### config.mk
export PLATFORM = sky130hd
export DESIGN_NAME = pc_gen_btb
export DESIGN_NICKNAME = d
export VERILOG_FILES = /design/src/rtl/pc_pkg.sv /design/src/rtl/pc_btb.sv /design/src/rtl/pc_gen_btb.sv
export SDC_FILE = /design/constraint.sdc
export NUM_CORES = 2
export LEC_CHECK = 0
export CAP_MARGIN = 20
export CORE_MARGIN = 2
export CORE_UTILIZATION = 55
export CTS_CLUSTER_DIAMETER = 60
export CTS_CLUSTER_SIZE = 25
export DETAILED_ROUTE_END_ITERATION = 16
export HOLD_SLACK_MARGIN = 0.15
export MAX_ROUTING_LAYER = met4
export PLACE_DENSITY = 0.8
export SLEW_MARGIN = 20
export SYNTH_ARGS = -nofsm -noshare
export SYNTH_HDL_FRONTEND = slang
export SYNTH_SLANG_ARGS = --single-unit
### constraint.sdc
create_clock -name clk -period 9.9 [get_ports clk]
set_input_delay 1.98 -clock clk [delete_from_list [all_inputs] [get_ports clk]]
set_output_delay 1.98 -clock clk [all_outputs]
set_load 0.005 [all_outputs]
### src/rtl/pc_pkg.sv
// Shared types and helpers for the fetch PC generator and its BTB.
//   pc_sel_t    : next-PC source select driven from EX
//   btb_entry_t : BTB entry layout at the default geometry (32-bit, 16 entries)
//   ctr_inc/dec : 2-bit saturating counter helpers
package pc_pkg;

  typedef enum logic [1:0] {
    PC_IF  = 2'd0,
    PC_EX  = 2'd1,
    PC_REG = 2'd2
  } pc_sel_t;

  localparam int XLEN_DEF        = 32;
  localparam int BTB_ENTRIES_DEF = 16;
  localparam int IW_DEF          = $clog2(BTB_ENTRIES_DEF);
  localparam int TAG_W_DEF       = XLEN_DEF - 2 - IW_DEF;

  typedef struct packed {
    logic                 valid;
    logic [TAG_W_DEF-1:0] tag;
    logic [XLEN_DEF-1:0]  target;
    logic [1:0]           ctr;
  } btb_entry_t;

  function automatic logic [1:0] ctr_inc(input logic [1:0] c);
    return (c == 2'b11) ? c : c + 2'b01;
  endfunction

  function automatic logic [1:0] ctr_dec(input logic [1:0] c);
    return (c == 2'b00) ? c : c - 2'b01;
  endfunction

endpackage

### src/rtl/pc_btb.sv
// Direct-mapped branch target buffer with 2-bit saturating counters.
// Ports:
//   clk, rst_n              clock / async active-low reset (clears valid bits only)
//   lookup_pc               current fetch PC
//   pred_taken, pred_target combinational prediction for lookup_pc
//   upd_valid/pc/target/taken  training strobe from EX
// Lookup reads the pre-update array, so a same-cycle update to the looked-up
// index is only visible from the next cycle on.
module pc_btb
  import pc_pkg::*;
#(
  parameter int XLEN        = 32,
  parameter int BTB_ENTRIES = 16
) (
  input  logic            clk,
  input  logic            rst_n,
  input  logic [XLEN-1:0] lookup_pc,
  output logic            pred_taken,
  output logic [XLEN-1:0] pred_target,
  input  logic            upd_valid,
  input  logic [XLEN-1:0] upd_pc,
  input  logic [XLEN-1:0] upd_target,
  input  logic            upd_taken
);

  localparam int IW = $clog2(BTB_ENTRIES);
  localparam int TW = XLEN - 2 - IW;

  typedef struct packed {
    logic [TW-1:0]   tag;
    logic [XLEN-1:0] target;
    logic [1:0]      ctr;
  } data_t;

  logic [BTB_ENTRIES-1:0] valid;
  data_t                  mem [BTB_ENTRIES];

  // lookup
  logic [IW-1:0] l_idx;
  logic [TW-1:0] l_tag;
  data_t         l_ent;

  assign l_idx       = lookup_pc[2 +: IW];
  assign l_tag       = lookup_pc[XLEN-1 : 2+IW];
  assign l_ent       = mem[l_idx];
  assign pred_taken  = valid[l_idx] & (l_ent.tag == l_tag) & l_ent.ctr[1];
  assign pred_target = l_ent.target;

  // update
  logic [IW-1:0] u_idx;
  logic [TW-1:0] u_tag;
  data_t         u_ent;
  logic          u_hit;

  assign u_idx = upd_pc[2 +: IW];
  assign u_tag = upd_pc[XLEN-1 : 2+IW];
  assign u_ent = mem[u_idx];
  assign u_hit = valid[u_idx] & (u_ent.tag == u_tag);

  always_ff @(posedge clk or negedge rst_n) begin
    if (!rst_n)                      valid        <= '0;
    else if (upd_valid && upd_taken) valid[u_idx] <= 1'b1;
  end

  // Payload is not reset; the rst_n gate just keeps updates presented while
  // reset is held from touching the array.
  always_ff @(posedge clk) begin
    if (upd_valid && rst_n) begin
      if (upd_taken) begin
        if (u_hit) mem[u_idx] <= '{tag: u_tag, target: upd_target, ctr: ctr_inc(u_ent.ctr)};
        else       mem[u_idx] <= '{tag: u_tag, target: upd_target, ctr: 2'b10};
      end else if (u_hit) begin
        mem[u_idx].ctr <= ctr_dec(u_ent.ctr);
      end
    end
  end

  // byte-offset bits never participate in indexing or tagging
  logic unused_offset;
  assign unused_offset = ^{lookup_pc[1:0], upd_pc[1:0]};

endmodule

### src/rtl/pc_gen_btb.sv
// Fetch-stage PC generator with BTB-based taken-branch prediction.
// Ports:
//   clk, rst_n                 clock / async active-low reset
//   en                         1 = advance, 0 = hold (redirects still apply)
//   PCMux                      pc_sel_t; 2'b11 behaves as PC_IF
//   PC_Execute, Imm, Reg1      EX-stage redirect operands
//   upd_*                      BTB training from EX
//   PCOut                      current fetch PC
//   pred_taken, pred_target    combinational BTB prediction for PCOut
// Next-PC priority: EX redirect > REG redirect > stall > prediction > sequential.
module pc_gen_btb
  import pc_pkg::*;
#(
  parameter int              XLEN         = 32,
  parameter logic [XLEN-1:0] RESET_VECTOR = '0,
  parameter int              BTB_ENTRIES  = 16,
  parameter int              INST_BYTES   = 4
) (
  input  logic            clk,
  input  logic            rst_n,
  input  logic            en,
  input  logic [1:0]      PCMux,
  input  logic [XLEN-1:0] PC_Execute,
  input  logic [XLEN-1:0] Imm,
  input  logic [XLEN-1:0] Reg1,
  input  logic            upd_valid,
  input  logic [XLEN-1:0] upd_pc,
  input  logic [XLEN-1:0] upd_target,
  input  logic            upd_taken,
  output logic [XLEN-1:0] PCOut,
  output logic            pred_taken,
  output logic [XLEN-1:0] pred_target
);

  logic [XLEN-1:0] pc, pc_nxt;

  pc_btb #(.XLEN(XLEN), .BTB_ENTRIES(BTB_ENTRIES)) u_btb (
    .clk        (clk),
    .rst_n      (rst_n),
    .lookup_pc  (pc),
    .pred_taken (pred_taken),
    .pred_target(pred_target),
    .upd_valid  (upd_valid),
    .upd_pc     (upd_pc),
    .upd_target (upd_target),
    .upd_taken  (upd_taken)
  );

  always_comb begin
    pc_nxt = pc + XLEN'(INST_BYTES);
    if (PCMux == PC_EX)       pc_nxt = PC_Execute + Imm;
    else if (PCMux == PC_REG) pc_nxt = (Reg1 + Imm) & ~XLEN'(1);
    else if (!en)             pc_nxt = pc;
    else if (pred_taken)      pc_nxt = pred_target;
  end

  always_ff @(posedge clk or negedge rst_n) begin
    if (!rst_n) pc <= RESET_VECTOR;
    else        pc <= pc_nxt;
  end

  assign PCOut = pc;

endmodule

==> results.sh <==
export IMPL_drive_gt1_frac=0.2100
export IMPL_max_clock_path_buffers=3
export IMPL_hold_path_class="reg2reg"
export IMPL_slew_headroom=0.2334
export IMPL_power_switching_mw=3.141
export IMPL_endpoint_kind="output pin"
export IMPL_outcome="finished clean"
export IMPL_synthDistinctLibCells=75
export IMPL_syn_nets=2871
export IMPL_yosys_top_cells_count="edfxtp_1 (960), mux4_2 (392), nor2_1 (98), xnor2_1 (90)"
export IMPL_core_area_um2=85010
export IMPL_detail_route_antenna_nets=0
export IMPL_fin_ws_ps=2186
export IMPL_dp_cells=3902
export IMPL_cp_slowest_stage_delay_ps=850
export IMPL_synth_top_area_cell="edfxtp_1"
export IMPL_synthArstFlopShare=0.04762
export IMPL_synth_top_cell_area_share=0.6117
export IMPL_dpl_hpwl_um=84100
export IMPL_grt_max_degree=123
export IMPL_hold_buffers=0
export IMPL_hold_viol_final=0
export IMPL_whs_ps=500.2
export IMPL_startpoint_type="flip-flop"
export IMPL_r2r_cells=11
export IMPL_grt_pass1_vias=28900
export IMPL_drv_slew=0
export IMPL_rsz0062_at_grt="no"
export IMPL_fin_tns_setup_ps=0
export IMPL_overflow=0
export IMPL_stdcell_count=4037
export IMPL_tightest_slew_ps=1148
export IMPL_synth_edf_count=960
export IMPL_p_leak_nw=17.11
export IMPL_ys_flop_type="edfxtp_1"
export IMPL_initial_core_util=0.5543
export IMPL_powerDensity_nw_per_um2=196.3
export IMPL_synthMostInstantiatedCell="edfxtp_1"
export IMPL_antenna_found_initial=16
export IMPL_cts_buffers=67
export IMPL_pwr_share_clk=0.287
export IMPL_fin_nets=3058
export IMPL_dieWidth_um=296.7
export IMPL_multi_input_area_um2=16420
export IMPL_setup_viol=0
export IMPL_cts_root_buf="clkbuf_16"
export IMPL_vias=28680
export IMPL_synth_area_per_cell_um2=17.85
export IMPL_critical_path_arrival_ps=5730
export IMPL_routabilityCongestion=0.9752
export IMPL_drtIter0Drc=4264
export IMPL_synth_cells=2640
export IMPL_post_drt_wl_per_cell_um=33.90
export IMPL_num_io_pins=232
export IMPL_nFillCells=5758
export IMPL_die_y_um=296.7
export IMPL_cp_common_cell="buf_4"
export IMPL_fmax_ghz=0.1296
export IMPL_path_cells="buf_4 > mux4_2 > mux2_2 > a32oi_1 > nand3b_1 > or3_1 > or4_4 > nor3_4 > buf_4 > clkdlybuf4s50_1"
export IMPL_grt_pass1_wl_um=198400
export IMPL_clkSlewWorstSetupHoldPaths_ps=80
export IMPL_crit_slowest_cell="buf_4"
export IMPL_synth_warnings=0
export IMPL_seq_area_um2=30040
export IMPL_cp_required_ps=7920
export IMPL_ys_ff_latch=1008
export IMPL_synth_seq_area_share=0.6372
export IMPL_final_util=0.6235
export IMPL_cts_sinks=1008
export IMPL_die_area_um2=88040
export IMPL_tritoncts="yes"
export IMPL_hold_depth=1
export IMPL_port_buffers=229
export IMPL_routed_via_density=7.103
export IMPL_drv_cap=0
export IMPL_fin_skew_ps=47.57
export IMPL_internal_power_mw=7.263
export IMPL_dp_slack_ps=2523
export IMPL_seqPwrFrac=0.476
export IMPL_netlist_area_um2=47120
export IMPL_switching_share=0.3019
export IMPL_fin_crit_sh=0.7792
export IMPL_path_class="reg2out"
export IMPL_fin_crit_ps=7714
export IMPL_irDropWorstVdd_uv=189.4
export IMPL_p_comb_frac=0.237
export IMPL_drt_first_pass_iters=6
export IMPL_syn_to_final_growth_pct=12.48
export IMPL_grt_usage=0.3192
export IMPL_post_cts_buffers=0
export IMPL_remaining_drc_errors=0
export IMPL_cts_resized=0
export IMPL_cts_max_level=3
export IMPL_totalWireLength_um=136800
export IMPL_worst_skew_pair_late_latency_ps=660
export IMPL_fp_row_count=107
export IMPL_synthTopCellsByArea="edfxtp_1 (61%), mux4_2 (19%), dfrtp_1 (2.5%), mux2i_1 (1.8%), xnor2_1 (1.7%)"
export IMPL_cp_max_fo=60
==> state kept, by name, summed over array words and instances (netlist names) <==
register	cells
PCOut	32
u_btb.valid	16
u_btb.mem	960
==> cell families (layout without fill, tap and decap cells) <==
logic type	count (synthesis)	in the layout	synth area share
compound gates	387	387	0.05709
xor+xnor	114	114	0.02119
fa+ha+maj	64	64	0.01731
buf+inv	185	421	0.01694
flops	1008	1008	0.6372
mux	488	488	0.2080
other cells	0	17	0
simple gates	394	394	0.04222
==> per-layer routing <==
layer,track usage,wire length [um]
met3,0.06810,15660
met4,0.1342,5144
met2,0.4969,67190
met5,-,0
met1,0.4121,48850
==> worst max-delay path: cells and delay by family (launching register included) <==
kind | cells | cell delay [ps]
simple gates | 4 | 1250
mux | 2 | 930
buf+inv | 3 | 1720
flops | 1 | 820
compound gates | 1 | 280
==> layout by cell type, fill, tap and decap left out, drive strengths merged, types with 19 or more instances in the layout <==
master         instances
edfxtp               960
mux4                 392
clkdlybuf4s50        223
nor2                  98
xnor2                 90
nand2                 85
mux2i                 85
clkbuf                73
a21oi                 64
ha                    62
o21ai                 57
inv                   50
dfrtp                 48
buf                   48
nand3                 40
a21o                  40
nor3                  30
a31oi                 25
xor2                  24
and3                  22
clkinv                22
nand4                 20
a22oi                 19
==> worst paths after layout <==
kind                                   to  slack (ps)      startpoint
setup / recovery               pred_taken        2190        PCOut[3]
hold / removal             u_btb.valid[4]         500  u_btb.valid[4]
setup reg to reg                PCOut[31]        4040        PCOut[4]
hold reg to reg            u_btb.valid[4]         500  u_btb.valid[4]
max in group asynchronous        PCOut[2]        7680           rst_n
min in group asynchronous        PCOut[1]        1550           rst_n
==> metrics by stage <==
stage | area, um2 | power (mW)
final | 53010 | 10.40
after global placement | 50610 | 7.405
after global routing | 53000 | 10.69
after detailed placement | 50630 | 7.450
after floorplan | 47120 | 6.447
after CTS | 52960 | 10.39
==> power groups by stage <==
stage / combinational, mW / clock (mW) / sequential [mW]
floorplan: 1.57 / 0 / 4.88
CTS: 2.43 / 3.02 / 4.94
finish: 2.46 / 2.99 / 4.95
detailed placement: 2.41 / 0 / 5.04
global placement: 2.37 / 0 / 5.03
global route: 2.58 / 3.15 / 4.96
==> area by class of cell <==
class,instances,share of cell area
diodes,17,0.0008025
repair buffers,271,0.04950
clock inverters,45,0.01145
multi-input cells,1447,0.3098
clock buffers,73,0.03246
well taps,1144,0.02700
inverters,32,0.002266
flip-flops and latches,1008,0.5667
Power figures use the tool's default switching activity.
==> variant, RTL diff (config.mk and constraints unchanged) <==
Register the input `PC_Execute` before use. The logic sees it one clock later. The other inputs are not delayed to match.
--- a/src/rtl/pc_gen_btb.sv
+++ b/src/rtl/pc_gen_btb.sv
@@ -34,2 +34,8 @@
 
+  logic [XLEN-1:0] PC_Execute_q;
+
+  always_ff @(posedge clk) begin
+    PC_Execute_q <= PC_Execute;
+  end
+
   logic [XLEN-1:0] pc, pc_nxt;
@@ -50,3 +56,3 @@
     pc_nxt = pc + XLEN'(INST_BYTES);
-    if (PCMux == PC_EX)       pc_nxt = PC_Execute + Imm;
+    if (PCMux == PC_EX)       pc_nxt = PC_Execute_q + Imm;
     else if (PCMux == PC_REG) pc_nxt = (Reg1 + Imm) & ~XLEN'(1);
Formal check against the unedited RTL: not equivalent (a bounded check fails within 4 cycles, from zero or initial values and one cycle with rst_n low).
==> variant against the unedited design <==
- routed wire length increased by 1.4%
- final area increased by 2.4%
- via count increased by 1.2%
- fmax increased by 1.5%
- sequential cell count increased by 32
- power increased by 6.2%
- synthesized area increased by 1.3%
- non-clock buffer count increased by 14
- worst setup slack improved by 0.11 ns
- clock skew decreased by 0.0022 ns
- largest cell class unchanged
==> variant: results (changes against the unedited design) <==
| Metric | Value |
|---|---|
| Placed cells | `3959 (was 3902)` |
| Global placer's final weighted congestion | `0.942 (was 0.975)` |
| Sequential share of the synthesized area | `64.2% (was 63.7%)` |
| FFs w/ async S/R, synth | `4.62% (was 4.76%)` |
| Max VDD drop | `0.000179 V (was 0.000189 V)` |
| Top post-synthesis cells by area | `edfxtp_1, mux4_2, dfrtp_1, mux2i_1, xnor2_1 (unchanged)` |
| DP Wirelength | `83900 um (was 84100 um)` |
| Leakage | `17.7 nW (was 17.1 nW)` |
| Cts bufs inserted | `78 (was 67)` |
| Adder-Cell Fraction of Synth Area | `1.71% (was 1.73%)` |
| Dpl ws | `2.84 ns (was 2.52 ns)` |
| Largest net degree at the start of global routing | `77 (was 123)` |
| Vias per cell | `7.06 (was 7.10)` |
| FF-to-FF setup slack | `3.85 ns (was 4.04 ns)` |
| # setup viols final | `0 (unchanged)` |
| # fillers | `5694 (was 5758)` |
| Mux share of post-synthesis cell area | `20.5% (was 20.8%)` |
| RR Startpoint | `PCOut[3] (was PCOut[4])` |
| First-pass GRT wire length | `202000 um (was 198000 um)` |
| Hold Path Origin | `u_btb.valid[13] (was u_btb.valid[4])` |
| Slew @ Worst Pin | `1.08 ns (was 1.15 ns)` |
| Biggest register | `u_btb.mem (unchanged)` |
| Resize count post-CTS | `0 (unchanged)` |
| Final net count | `3115 (was 3058)` |
| Critical Path AT | `5.62 ns (was 5.73 ns)` |
| Hold Path Class | `reg2reg (unchanged)` |
| Status | `finished, final reports clean (unchanged)` |
| Top cells by count, synth | `edfxtp_1, mux4_2, nor2_1 (unchanged)` |
| Highest fanout seen on the critical path | `43 (was 60)` |
| Synth unique cells | `76 (was 75)` |
| Detailed Route Iter0 Violations | `4121 (was 4264)` |
| Mapped Nets | `2903 (was 2871)` |
| Post-Route Skew | `0.0454 ns (was 0.0476 ns)` |
| Worst-case clock buffer depth | `3 (unchanged)` |
| Gr usage total | `32.2% (was 31.9%)` |
| Hold path cells | `1 (unchanged)` |
| Initial antenna violation count | `15 (was 16)` |
| Compound-cell area share of the yosys netlist | `5.63% (was 5.71%)` |
| Cells after synthesis | `2672 (was 2640)` |
| Via Count | `29000 (was 28700)` |
| RR Endpoint | `PCOut[31] (unchanged)` |
| Post-Route WL | `139000 um (was 137000 um)` |
| Minimum hold slack | `0.518 ns (was 0.500 ns)` |
| Area share of xor/xnor cells in the synthesized design | `2.09% (was 2.12%)` |
| Post-CTS Setup Bufs | `0 (unchanged)` |
| Final Hold Vio Count | `0 (unchanged)` |
| CTS root buf | `clkbuf_16 (unchanged)` |
| Fraction of layout cells with a size suffix above 1 | `21.8% (was 21.0%)` |
| DR pass1 iterations | `6 (unchanged)` |
| Skew-Pair Late Insertion Delay | `0.69 ns (was 0.66 ns)` |
| CTS H-Tree Depth | `3 (unchanged)` |
| Hold endpoint | `u_btb.valid[13] (was u_btb.valid[4])` |
-- variant: area by class of cell --
cell class | count | area (um2) | share of cell area, %
Antenna cell | 12 | 30.0 | 0.0553
Clock buffer | 84 | 1990 | 3.68
Sequential cell | 1040 | 30700 | 56.5
Tap cell | 1155 | 1450 | 2.66
Inverter | 32 | 120 | 0.221
Multi-Input combinational cell | 1447 | 16400 | 30.3
Clock inverter | 58 | 863 | 1.59
Timing Repair Buffer | 285 | 2720 | 5.00
-- variant: worst max path at each step --
stage | startpoint | to | slack, ns
after global placement | PCOut[3] | pred_taken | 2.87
after floorplan | upd_pc[2] | u_btb.mem[15][10] | 3.32
after detailed placement | PCOut[3] | pred_taken | 2.84
after global routing | PCOut[3] | pred_taken | 2.11
after CTS | PCOut[3] | pred_taken | 2.08
final | PCOut[4] | pred_taken | 2.30
-- variant: per-layer routing --
metal | vias to the layer above | part of all wire (%) | global-route usage, %
li1 | 11600 | - | -
met1 | 14900 | 35 | 41.1
met2 | 2127 | 50 | 51.0
met3 | 378 | 11 | 6.64
met4 | 0 | 4.3 | 13.5
met5 | - | 0 | -
-- variant: kinds of logic (layout without fill, tap and decap cells) --
group / after synthesis / count (layout)
buffers and inverters: 185 / 459
other: 0 / 12
adder cells (fa/ha/maj): 64 / 64
multiplexers: 488 / 488
flip-flops: 1040 / 1040
AO/OA/AOI/OAI: 387 / 387
XOR/XNOR: 114 / 114
AND/OR/NAND/NOR: 394 / 394
-- variant: per-stage QoR --
step	util, %	total power, mW	area [um2]
2_1_floorplan	-	6.58	47800
6_report	62.8	11.1	54300
3_3_place_gp	59.5	7.54	51400
3_5_place_dp	59.5	7.59	51400
4_1_cts	62.8	11.0	54200
5_1_grt	62.8	11.3	54300
-- variant: worst max-delay path: stages, from the launching register on --
cell and delay (ns):
dfrtp_4 0.80, buf_4 0.67, mux4_2 0.43, mux2i_1 0.66, o22ai_1 0.18, nor3_1 0.25
a21oi_1 0.13, or4_4 0.63, nor3_4 0.19, buf_4 0.30, clkdlybuf4s50_1 0.56
-- variant: power by group --
part | switching (mW) | internal (mW) | leakage [nW]
sequential | 0.190 | 4.87 | 9.45
clock | 1.79 | 1.69 | 1.37
combinational | 1.36 | 1.16 | 6.89
total | 3.34 | 7.72 | 17.7
